--- config.mk ---
export PLATFORM = sky130hd
export DESIGN_NAME = popcount_pipe
export DESIGN_NICKNAME = d
export VERILOG_FILES = /design/src/rtl/popcount_pipe.sv
export SDC_FILE = /design/constraint.sdc
export NUM_CORES = 1
export LEC_CHECK = 0
export ABC_AREA = 1
export CORE_MARGIN = 10
export CORE_UTILIZATION = 47
export CTS_CLUSTER_SIZE = 40
export DETAILED_ROUTE_END_ITERATION = 6
export PLACE_DENSITY = 0.8
export SYNTH_ARGS = -nofsm -noshare
export SYNTH_HDL_FRONTEND = slang
export SYNTH_SLANG_ARGS = --single-unit
--- constraint.sdc ---
create_clock -name clk -period 1.9 [get_ports clk]
set_input_delay 0.19 -clock clk [delete_from_list [all_inputs] [get_ports clk]]
set_output_delay 0.19 -clock clk [all_outputs]
set_load 0.02 [all_outputs]
--- src/rtl/popcount_pipe.sv ---
// popcount_pipe: two-stage pipelined population counter with a running
// per-packet accumulator and a valid/ready handshake on both sides.
// Stage 1 latches per-chunk partial counts and stage 2 sums them and updates
// the accumulator.
// Optional macro POPCOUNT_ACC_SAT_EN: the accumulator saturates instead of
// wrapping, and an acc_sat flag output is added.

// Counts the ones in one CHUNK-wide slice of the input word.
module popcount_chunk #(
    parameter int CHUNK = 4,
    parameter int PW    = 3
) (
    input  logic [CHUNK-1:0] d,
    output logic [PW-1:0]    cnt
);
    // Ripple-add each bit of the slice.
    always_comb begin
        cnt = '0;
        for (int i = 0; i < CHUNK; i++) cnt = cnt + PW'(d[i]);
    end
endmodule

module popcount_pipe #(
    parameter  int W     = 7,
    parameter  int CHUNK = 4,
    parameter  int ACC_W = 8,
    localparam int CW    = $clog2(W + 1)
) (
    input  logic             clk,
    input  logic             reset,
    input  logic             in_valid,
    input  logic [W-1:0]     in_data,
    input  logic             in_last,
    output logic             in_ready,
    output logic             out_valid,
    input  logic             out_ready,
    output logic [CW-1:0]    out_count,
    output logic [ACC_W-1:0] out_acc,
    output logic             out_last
`ifdef POPCOUNT_ACC_SAT_EN
   ,output logic             acc_sat
`endif
);
    localparam int NCH  = (W + CHUNK - 1) / CHUNK;
    localparam int PW   = $clog2(CHUNK + 1);
    localparam int PADW = NCH * CHUNK;

    logic                     advance;
    logic [2:1]               vld_pipe;   // [1] = stage-1 valid, [2] = output valid
    logic [PADW-1:0]          din_pad;
    logic [NCH-1:0][PW-1:0]   part_d;
    logic [NCH-1:0][PW-1:0]   s1_part;
    logic                     s1_last;
    logic [CW-1:0]            cnt;
    logic [ACC_W-1:0]         acc_base;
    logic [ACC_W-1:0]         acc_next;

    // The whole pipe moves as one: it can advance whenever the output slot
    // is empty or being drained, so in_ready never depends on in_valid.
    assign advance   = !out_valid || out_ready;
    assign in_ready  = advance;
    assign out_valid = vld_pipe[2];

    // The final chunk reads zeros above W.
    assign din_pad = PADW'(in_data);

    for (genvar k = 0; k < NCH; k++) begin : g_chunk
        popcount_chunk #(.CHUNK(CHUNK), .PW(PW)) u_chunk (
            .d   (din_pad[k*CHUNK +: CHUNK]),
            .cnt (part_d[k])
        );
    end

    // Stage 2 adder tree: fold the partial counts into the beat total.
    always_comb begin
        cnt = '0;
        for (int k = 0; k < NCH; k++) cnt = cnt + CW'(s1_part[k]);
    end

`ifdef POPCOUNT_ACC_SAT_EN
    localparam int SW = ((ACC_W > CW) ? ACC_W : CW) + 1;
    logic [SW-1:0] sum;
    logic          ovf;
    logic          sat_base;

    // Widened sum so an overflow can be detected and clamped.
    always_comb begin
        sum      = SW'(acc_base) + SW'(cnt);
        ovf      = |sum[SW-1:ACC_W];
        acc_next = ovf ? '1 : sum[ACC_W-1:0];
    end

    // Overflow flag stays set for the rest of the packet.
    always_ff @(posedge clk or posedge reset) begin
        if (reset) begin
            acc_sat  <= 1'b0;
            sat_base <= 1'b0;
        end else if (advance && vld_pipe[1]) begin
            acc_sat  <= sat_base | ovf;
            sat_base <= s1_last ? 1'b0 : (sat_base | ovf);
        end
    end
`else
    // Modulo-2^ACC_W accumulation.
    always_comb begin
        acc_next = acc_base + ACC_W'(cnt);
    end
`endif

    // Valid shift register; bubbles travel through it like beats.
    always_ff @(posedge clk or posedge reset) begin
        if (reset) vld_pipe <= '0;
        else if (advance) vld_pipe <= {vld_pipe[1], in_valid};
    end

    // Stage 1 data: partial counts only load on a real beat.
    always_ff @(posedge clk or posedge reset) begin
        if (reset) begin
            s1_part <= '0;
            s1_last <= 1'b0;
        end else if (advance && in_valid) begin
            s1_part <= part_d;
            s1_last <= in_last;
        end
    end

    // Stage 2 data: beat result and running packet sum; the sum restarts
    // after the last beat of a packet.
    always_ff @(posedge clk or posedge reset) begin
        if (reset) begin
            out_count <= '0;
            out_acc   <= '0;
            out_last  <= 1'b0;
            acc_base  <= '0;
        end else if (advance && vld_pipe[1]) begin
            out_count <= cnt;
            out_acc   <= acc_next;
            out_last  <= s1_last;
            acc_base  <= s1_last ? '0 : acc_next;
        end
    end
endmodule

Word level (Yosys, flattened, before mapping). Cells that the tools add are included.

Register bits: 29. Input bits: 12. Word-level logic and storage cells: 20.

Add/sub/neg operators: 7. Muxes and demuxes: 1. Reductions and logical operators: 4.

Operator list (number): 3-bit by 1-bit adder with 3-bit output (3); 8-bit by 3-bit adder with 8-bit output (1); 8-bit 2-to-1 mux (1); 1-bit by 1-bit adder with 2-bit output (2); 3-bit adder (1); 1-bit logical AND (2); 1-bit logical NOT (1); 1-bit logical OR (1).

Depth between registers and ports, before layout. Gate-level depths: netlist of run 1.

Depth in word-level cells: 3. Gate-level depth with buffers: 13. Gate-level depth less buffers: 13.

Modules after synthesis. A second synthesis of run 1 with hierarchy kept.

Cells, all modules: 150. Area, all modules: 1457.6 µm².

Modules (own cells, without submodules): popcount_pipe (instances 1, cells each 144, area each 1367.6 µm², seq. area each 725.7 µm²); popcount_chunk (instances 2, cells each 3, area each 45.0 µm², seq. area each 0.0 µm²).

Worst setup path after synthesis of run 1. Ideal clock, no wire load.

Path kind: flip-flop to flip-flop. Start point: register s1_part[0] in the netlist's numbering. End point: register acc_base[4]. Setup time: 0.076 ns. Data arrival time: 1.991 ns. Slack: -0.167 ns. Stages on the path, launching flop included: 12. Path buffers: 0. Period minus slack after synthesis: 2.067 ns. Cell sequence: dfrtp_1 -> ha_1 -> fa_1 -> inv_1 -> fa_1 -> inv_1 -> nand2_1 -> nand2_1 -> nand2_1 -> nand2_1 -> nand3_1 -> o21ai_1.

Cells in the longest elaborated chain, start to end: 3.

RTL lines: start: declaration (line 52) `logic [NCH-1:0][PW-1:0] s1_part;`; start signal: assignment (line 122) `s1_part <= part_d;`; 3-bit adder (line 77) `for (int k = 0; k < NCH; k++) cnt = cnt + CW'(s1_part[k]);`; net cnt[1] (line 54) `logic [CW-1:0] cnt;`; 8-bit by 3-bit adder with 8-bit output (line 106) `acc_next = acc_base + ACC_W'(cnt);`; 8-bit 2-to-1 mux (line 139) `acc_base <= s1_last ? '0 : acc_next;`; end signal: assignment (line 139); end: declaration (line 55) `logic [ACC_W-1:0] acc_base;`.

The timed path passes the listed nets, and every way through them passes these cells. A chain may end at the register's enable or synchronous reset.

Worst setup path in the final report of run 1.
Start point: register s1_part[3] in the netlist's numbering. End point: register acc_base[4].

Same word-level chain as after synthesis.

==> results of run 1 <==
-- where the power goes --
part / internal, mW / switching, mW / total [mW]
clock: 0.141 / 0.218 / 0.358
sequential: 0.771 / 0.109 / 0.880
combinational: 0.561 / 0.608 / 1.17
total: 1.47 / 0.935 / 2.41
-- sequential cells by signal, summed over array words and instances (netlist names) --
register   cells
out_count      3
acc_base       8
s1_last        1
vld_pipe       2
out_last       1
out_acc        8
s1_part        6
-- per-layer routing --
layer,vias to the layer above,global-route usage,part of all wire
met3,8,0.0443,0.062
li1,574,-,-
met2,22,0.194,0.53
met1,568,0.106,0.40
met5,-,0,0
met4,0,0.0438,0.013
-- cell families after synthesis --
logic type                 synth area share
buffers and inverters                0.0734
xor gates and xnor gates             0.0114
DFF                                   0.473
and+or+nand+nor                       0.229
AOI/OAI and AO/OA                    0.0432
muxes                                0.0440
adders and majority gates             0.126
-- layout by cell type, fill, tap and decap left out, drive strengths merged, types with 6 or more instances in the layout --
cell type and count:
clkdlybuf4s50 25, mux2 6, inv 19, nand3 11, ha 9, nand2 55, o21ai 9, clkbuf 6
dfrtp 29, nor2 6, buf 8
-- critical path, stage by stage, from the launching register on --
cell	delay (ps)
sky130_fd_sc_hd__dfrtp_1	400
sky130_fd_sc_hd__ha_2	180
sky130_fd_sc_hd__fa_2	540
sky130_fd_sc_hd__inv_2	50
sky130_fd_sc_hd__fa_2	360
sky130_fd_sc_hd__inv_2	60
sky130_fd_sc_hd__nand2_2	50
sky130_fd_sc_hd__nand2_2	80
sky130_fd_sc_hd__nand2_1	60
sky130_fd_sc_hd__nand2_1	80
sky130_fd_sc_hd__nand3_2	80
sky130_fd_sc_hd__o21ai_2	120
-- area by class of cell --
class                   instances  area, um^2  share of cell area
multi-input cells             107         757               0.383
well taps                      44        55.1              0.0278
repair buffers                 33         310               0.157
flip-flops and latches         29         726               0.367
clock buffers                   6        41.3              0.0209
clock inverters                 2        10.0             0.00506
inverters                      20        78.8              0.0398
-- repair_timing --
item | 4_1_cts | 5_1_grt
pin swaps | 9 | 4
setup endpoints to repair | 14 | 14
resized for setup | 5 | 2
buffers inserted | 2 | 1
-- how the worst min path moves through the flow --
| stage | start | endpoint | cells past startpoint |
|---|---|---|---|
| 6_report | reset | s1_part[3] | 3 |
| 5_1_grt | reset | acc_base[3] | 3 |
| 4_1_cts | reset | s1_part[3] | 3 |
| 3_5_place_dp | out_count[0] | out_count[0] | 2 |
| 3_3_place_gp | out_count[0] | out_count[0] | 2 |
| 2_1_floorplan | reset | acc_base[0] | 1 |
-- per-stage QoR --
| step | utilization | total power, mW | setup TNS (ps) | worst slack (ps) | instances |
|---|---|---|---|---|---|
| finish | 0.643 | 2.41 | -2100 | -220 | 241 |
| global route | 0.643 | 2.57 | -3300 | -321 | 241 |
| CTS | 0.638 | 2.38 | -2210 | -260 | 240 |
| detailed placement | 0.611 | 1.98 | -2320 | -246 | 230 |
| global placement | 0.611 | 1.92 | -1480 | -188 | 230 |
| floorplan | - | 1.58 | -491 | -92.5 | 159 |
==> metrics.log, run 1 <==
INFO  metric area_growth_syn_to_layout = 29.0%
INFO  metric synth_largest_type_area_fraction = 0.473
INFO  metric post_syn_nets = 184
INFO  metric slew_headroom = 0.760
INFO  metric synth_edf_count = 0
INFO  metric tritoncts_buffer_count = 5
INFO  metric numClockSinks = 29
INFO  metric setup_viol_count_final = 14
INFO  metric clock_path_buffers = 2
INFO  metric syn_avg_cell_area = 9.65 um^2
INFO  metric via_per_inst = 4.86
INFO  metric worst_slew_pin_slew = 361 ps
INFO  metric chipHeight = 77.1 um
INFO  metric netlist_area = 1530 um^2
INFO  metric timing.critical_path.fanout_max = 4
INFO  metric finalWirelength = 3070 um
INFO  metric startpoint_type = flip-flop
INFO  metric floorplan.initialDensity = 0.498
INFO  metric num-fill-cells = 249
INFO  metric nNetsFinal = 221
INFO  metric grt_pass1_wl = 5310 um
INFO  metric htree_levels = 2
INFO  metric holdCritPathClass = primary input to async pin
INFO  metric grt_pass1_vias = 1283
INFO  metric timing.max_cap.violations = 0
INFO  metric antenna_found_initial = 0
INFO  metric final_period_minus_worst_setup_slack = 2120 ps
INFO  metric cts_hold_buffers = 0
INFO  metric fin_worst_hold_slack = 225 ps
INFO  metric num_rows = 20
INFO  metric critical_path_required = 2170 ps
INFO  metric synth.top_cells.by_area = sky130_fd_sc_hd__dfrtp_1, sky130_fd_sc_hd__nand2_1, sky130_fd_sc_hd__ha_1
INFO  metric drcViolationCount = 0
INFO  metric grt_max_degree = 30
INFO  metric floorplan.core_area = 3080 um^2
INFO  metric capture_instance_of_the_worst_register_to_register_path = acc_base[4]
INFO  metric timing.critical_path.to = acc_base[4]
INFO  metric num_io_pins = 26
INFO  metric root_buffer = sky130_fd_sc_hd__clkbuf_4
INFO  metric vias = 1172
INFO  metric yosys_register_bits = 29
INFO  metric grt_setup_unrepaired = true
INFO  metric result_of_the_run = finished with violations
INFO  metric worst_reg2reg_startpoint = s1_part[3]
INFO  metric final.setup_skew = 11.1 ps
INFO  metric synth_most_common_cell = sky130_fd_sc_hd__nand2_1
INFO  metric drive_gt1_frac = 0.239
INFO  metric tritoncts = built
INFO  metric globalRouteTotalUtil = 0.108
INFO  metric synth_cells = 159
INFO  metric maxClockFrequency = 0.472 GHz
INFO  metric synth.yosys.seq_area_share = 0.473
INFO  metric place.port_buffers = 25
INFO  metric rrSetupSlack = -220 ps
INFO  metric violated_checks = negative setup slack
INFO  metric finalInstanceArea = 1980 um^2
INFO  metric routabilityCongestion = 0.833
INFO  metric die_width = 77.1 um
INFO  metric commonest_cells_in_the_netlist = sky130_fd_sc_hd__nand2_1, sky130_fd_sc_hd__dfrtp_1, sky130_fd_sc_hd__inv_1, sky130_fd_sc_hd__ha_1, sky130_fd_sc_hd__nand3_1
INFO  metric arrival = 2390 ps
INFO  metric hold_viol = 0
INFO  metric die_area = 5950 um^2
INFO  metric detail_route.first_pass.iterations = 4
INFO  metric drtAntennaViolNets = 0
INFO  metric clkSlewWorstSetupHoldPaths = 100 ps
INFO  metric clkLatencyLatePin = 330 ps
INFO  metric routedWlPerCell = 12.7 um
INFO  metric post-dp-hpwl = 2400 um
INFO  metric synth_top_cell_by_area = sky130_fd_sc_hd__dfrtp_1
INFO  metric detailed_place.area = 1880 um^2
INFO  metric num_antenna_cells = 0
INFO  metric setup.worst_path.start = s1_part[3]
INFO  metric vdd.ir_drop.worst = 0.546 mV
INFO  metric slew_violations = 0
INFO  metric final.setup.worst_slack = -220 ps
INFO  metric synth_async_sr_flop_share = 1.00
INFO  metric grt_overflow = 0
INFO  metric worst_setup_path_end_kind = flip-flop
INFO  metric cellLeakagePower = 0.974 nW
INFO  metric power.density_cell_area = 1220 nW/um^2
INFO  metric setup.worst_path.class = flip-flop to flip-flop
INFO  metric netlist-cell-type-count = 26
INFO  metric worst-r2r-cell-count = 11
INFO  metric synth_top_flop_cell = sky130_fd_sc_hd__dfrtp_1
INFO  metric drt_iter0_markers = 45
INFO  metric synthesis_warnings = 0
INFO  metric final_min_period_over_clock_period = 1.12
No activity file was read; power rests on OpenSTA's default activity.
==> inputs of run 2 (changes only) <==
--- a/config.mk
+++ b/config.mk
@@ -6,11 +6,11 @@
 export NUM_CORES = 1
 export LEC_CHECK = 0
 export ABC_AREA = 1
-export CORE_MARGIN = 10
-export CORE_UTILIZATION = 47
+export CORE_UTILIZATION = 50
 export CTS_CLUSTER_SIZE = 40
 export DETAILED_ROUTE_END_ITERATION = 6
-export PLACE_DENSITY = 0.8
+export DONT_BUFFER_PORTS = 1
+export PLACE_DENSITY = 0.73
 export SYNTH_ARGS = -nofsm -noshare
 export SYNTH_HDL_FRONTEND = slang
 export SYNTH_SLANG_ARGS = --single-unit
==> metrics.log, run 2 (synthesis results as in run 1) <==
INFO  metric floorplan.initialDensity = 0.542 (was 0.498)
INFO  metric place.port_buffers = 0 (was 25)
INFO  metric vias = 1097 (was 1172)
INFO  metric grt_setup_unrepaired = true (unchanged)
INFO  metric cp.buffers_inverters = 2 (unchanged)
INFO  metric routedWlPerCell = 13.4 um (was 12.7 um)
INFO  metric seq_power_share = 0.432 (was 0.365)
INFO  metric grt_max_degree = 30 (unchanged)
INFO  metric timing.max_cap.violations = 0 (unchanged)
INFO  metric power_frac_comb = 0.416 (was 0.486)
INFO  metric power.share.clock = 0.152 (was 0.149)
INFO  metric worst_path_max_delay_cell = sky130_fd_sc_hd__fa_2 (unchanged)
INFO  metric setup.worst_path.start = s1_part[3] (unchanged)
INFO  metric drive_gt1_frac = 0.315 (was 0.239)
INFO  metric slew_violations = 0 (unchanged)
INFO  metric final_period_minus_worst_setup_slack = 2130 ps (was 2120 ps)
INFO  metric p_sw = 0.944 mW (was 0.935 mW)
INFO  metric drtAntennaViolNets = 0 (unchanged)
INFO  metric cp_cell_sequence = ha_2 -> fa_2 -> inv_2 -> fa_2 -> inv_2 -> nand2_4 -> nand2_4 -> nand2_1 -> nand2_1 -> nand3_2 -> o21ai_2 (was ha_2 -> fa_2 -> inv_2 -> fa_2 -> inv_2 -> nand2_2 -> nand2_2 -> nand2_1 -> nand2_1 -> nand3_2 -> o21ai_2)
INFO  metric root_buffer = sky130_fd_sc_hd__clkbuf_4 (unchanged)
INFO  metric grt_pass1_wl = 4930 um (was 5310 um)
INFO  metric worst_slew_pin_slew = 371 ps (was 361 ps)
INFO  metric num_antenna_cells = 0 (unchanged)
INFO  metric largest_registers = acc_base x8, out_acc x8, s1_part x6 (unchanged)
INFO  metric clkLatencyLatePin = 330 ps (about the same)
INFO  metric nNetsFinal = 202 (was 221)
INFO  metric detail_route.first_pass.iterations = 6 (was 4)
INFO  metric timing.hold.worst.start = in_last
INFO  metric post-dp-hpwl = 1950 um (was 2400 um)
INFO  metric timing.critical_path.max_delay_family = adder cells (unchanged)
INFO  metric slew_headroom = 0.753 (was 0.760)
INFO  metric setup_viol_count_final = 14 (unchanged)
INFO  metric multi_input_gate_area = 774 um^2 (was 757 um^2)
INFO  metric die_area = 3290 um^2 (was 5950 um^2)
INFO  metric finish.utilization = 0.629 (was 0.643)
INFO  metric tritoncts = built (unchanged)
INFO  metric worst_reg2reg_startpoint = s1_part[3] (unchanged)
INFO  metric htree_levels = 2 (unchanged)
INFO  metric via_per_inst = 5.25 (was 4.86)
INFO  metric final.setup_skew = 8.90 ps (was 11.1 ps)
INFO  metric globalRouteTotalUtil = 0.203 (was 0.108)
INFO  metric grt_pass1_vias = 1202 (was 1283)
INFO  metric num_io_pins = 26 (unchanged)
INFO  metric finalWirelength = 2800 um (was 3070 um)
INFO  metric cellLeakagePower = 0.916 nW (was 0.974 nW)
INFO  metric num_rows = 19 (was 20)
INFO  metric drcViolationCount = 1 (was 0)
INFO  metric numClockSinks = 29 (unchanged)
INFO  metric maxClockFrequency = 0.469 GHz (was 0.472 GHz)
INFO  metric final-seq-area = 726 um^2 (unchanged)
INFO  metric clock_path_buffers = 2 (unchanged)
INFO  metric tritoncts_buffer_count = 5 (unchanged)
INFO  metric final_common_cell = sky130_fd_sc_hd__nand2_1 (unchanged)
INFO  metric startpoint_type = flip-flop (unchanged)
INFO  metric hold_viol = 0 (unchanged)
INFO  metric antenna_found_initial = 0 (unchanged)
INFO  metric critical_path_required = 2160 ps (was 2170 ps)
INFO  metric final.setup.worst_slack = -230 ps (was -220 ps)
INFO  metric floorplan.core_area = 2830 um^2 (was 3080 um^2)
INFO  metric final_min_period_over_clock_period = 1.12 (about the same)
INFO  metric drt_iter0_markers = 24 (was 45)
INFO  metric power.density_cell_area = 1300 nW/um^2 (was 1220 nW/um^2)
INFO  metric arrival = 2390 ps (about the same)
INFO  metric timing.critical_path.fanout_max = 4 (unchanged)
INFO  metric num-fill-cells = 234 (was 249)
INFO  metric violated_checks = design-rule violations, negative setup slack (was negative setup slack)
INFO  metric chipHeight = 57.4 um (was 77.1 um)
INFO  metric internal_pwr_total = 1.37 mW (was 1.47 mW)
INFO  metric area_growth_syn_to_layout = 16.0% (was 29.0%)
INFO  metric holdCritPathClass = primary input to flip-flop (was primary input to async pin)
INFO  metric grt_overflow = 0 (unchanged)
INFO  metric switching_share = 0.409 (was 0.388)
INFO  metric worst_setup_path_end_kind = flip-flop (unchanged)
INFO  metric layout.cells.most_common_list = sky130_fd_sc_hd__nand2_1, sky130_fd_sc_hd__dfrtp_1, sky130_fd_sc_hd__buf_4 (was sky130_fd_sc_hd__nand2_1, sky130_fd_sc_hd__dfrtp_1, sky130_fd_sc_hd__clkdlybuf4s50_1)
INFO  metric fin_total_pwr = 2.31 mW (was 2.41 mW)
INFO  metric clkSlewWorstSetupHoldPaths = 90 ps (was 100 ps)
INFO  metric die_width = 57.4 um (was 77.1 um)
INFO  metric result_of_the_run = finished with violations (unchanged)
INFO  metric routabilityCongestion = 0.835 (was 0.833)
INFO  metric vdd.ir_drop.worst = 0.788 mV (was 0.546 mV)
INFO  metric setup.worst_path.class = flip-flop to flip-flop (unchanged)
INFO  metric crit_path_max_incr_delay = 540 ps (about the same)
==> run 2: power groups by stage <==
stage / registers, mW / logic (mW) / clock network, mW
after floorplan: 0.980 / 0.599 / 0
after global placement: 1.01 / 0.721 / 0
after detailed placement: 1.01 / 0.763 / 0
after CTS: 1.00 / 0.842 / 0.363
after global routing: 1.02 / 1.07 / 0.395
final: 0.999 / 0.962 / 0.351
==> run 2: timing repair <==
action / in CTS / in global routing
buffers inserted: 5 / 2
pin swaps: 3 / 3
gates resized for setup: 2 / 11
hold endpoints to repair: 29 / 0
hold buffers: 1 / 0
setup endpoints to repair: 14 / 14
==> run 2: worst paths after layout <==
check	to	depth (start not counted)	slack [ps]
worst min-delay path	s1_last	2	20
worst max-delay path	acc_base[4]	11	-230
max in group asynchronous	s1_part[5]	3	1250
min in group asynchronous	s1_last	3	370
worst min register to register	vld_pipe[2]	2	510
worst max register to register	acc_base[4]	11	-230
==> run 2: final cells by class <==
cell class                      count  share of cell area
Multi-Input combinational cell    107               0.435
Tap cell                           31              0.0218
Timing Repair Buffer               14              0.0605
Clock inverter                      2             0.00563
Sequential cell                    29               0.408
Clock buffer                        6              0.0232
Inverter                           20              0.0457
==> run 2: metal layers <==
metal,GRT usage,vias up,wire length [um]
li1,-,535,-
met4,0.0976,0,43
met3,0.0726,5,169
met2,0.347,26,1410
met5,0,-,0
met1,0.222,531,1180
==> run 2: through the flow <==
step | hold slack (ps) | cell area (um^2) | std cells | TNS (ps) | setup WS (ps)
floorplan | 268 | 1570 | 159 | -491 | -92.5
global placement | 167 | 1620 | 193 | -1420 | -146
detailed placement | 173 | 1620 | 193 | -2180 | -235
CTS | 7.16 | 1730 | 207 | -2050 | -192
global route | 42.4 | 1780 | 209 | -3330 | -331
finish | 22.5 | 1780 | 209 | -1970 | -230
==> run 2: worst register-to-register path, delay by kind of cell, from the launching register on <==
kind / cells / cell delay [ps]
simple gates: 5 / 370
flops: 1 / 390
buf+inv: 2 / 130
compound gates: 1 / 120
fa+ha+maj: 3 / 1080
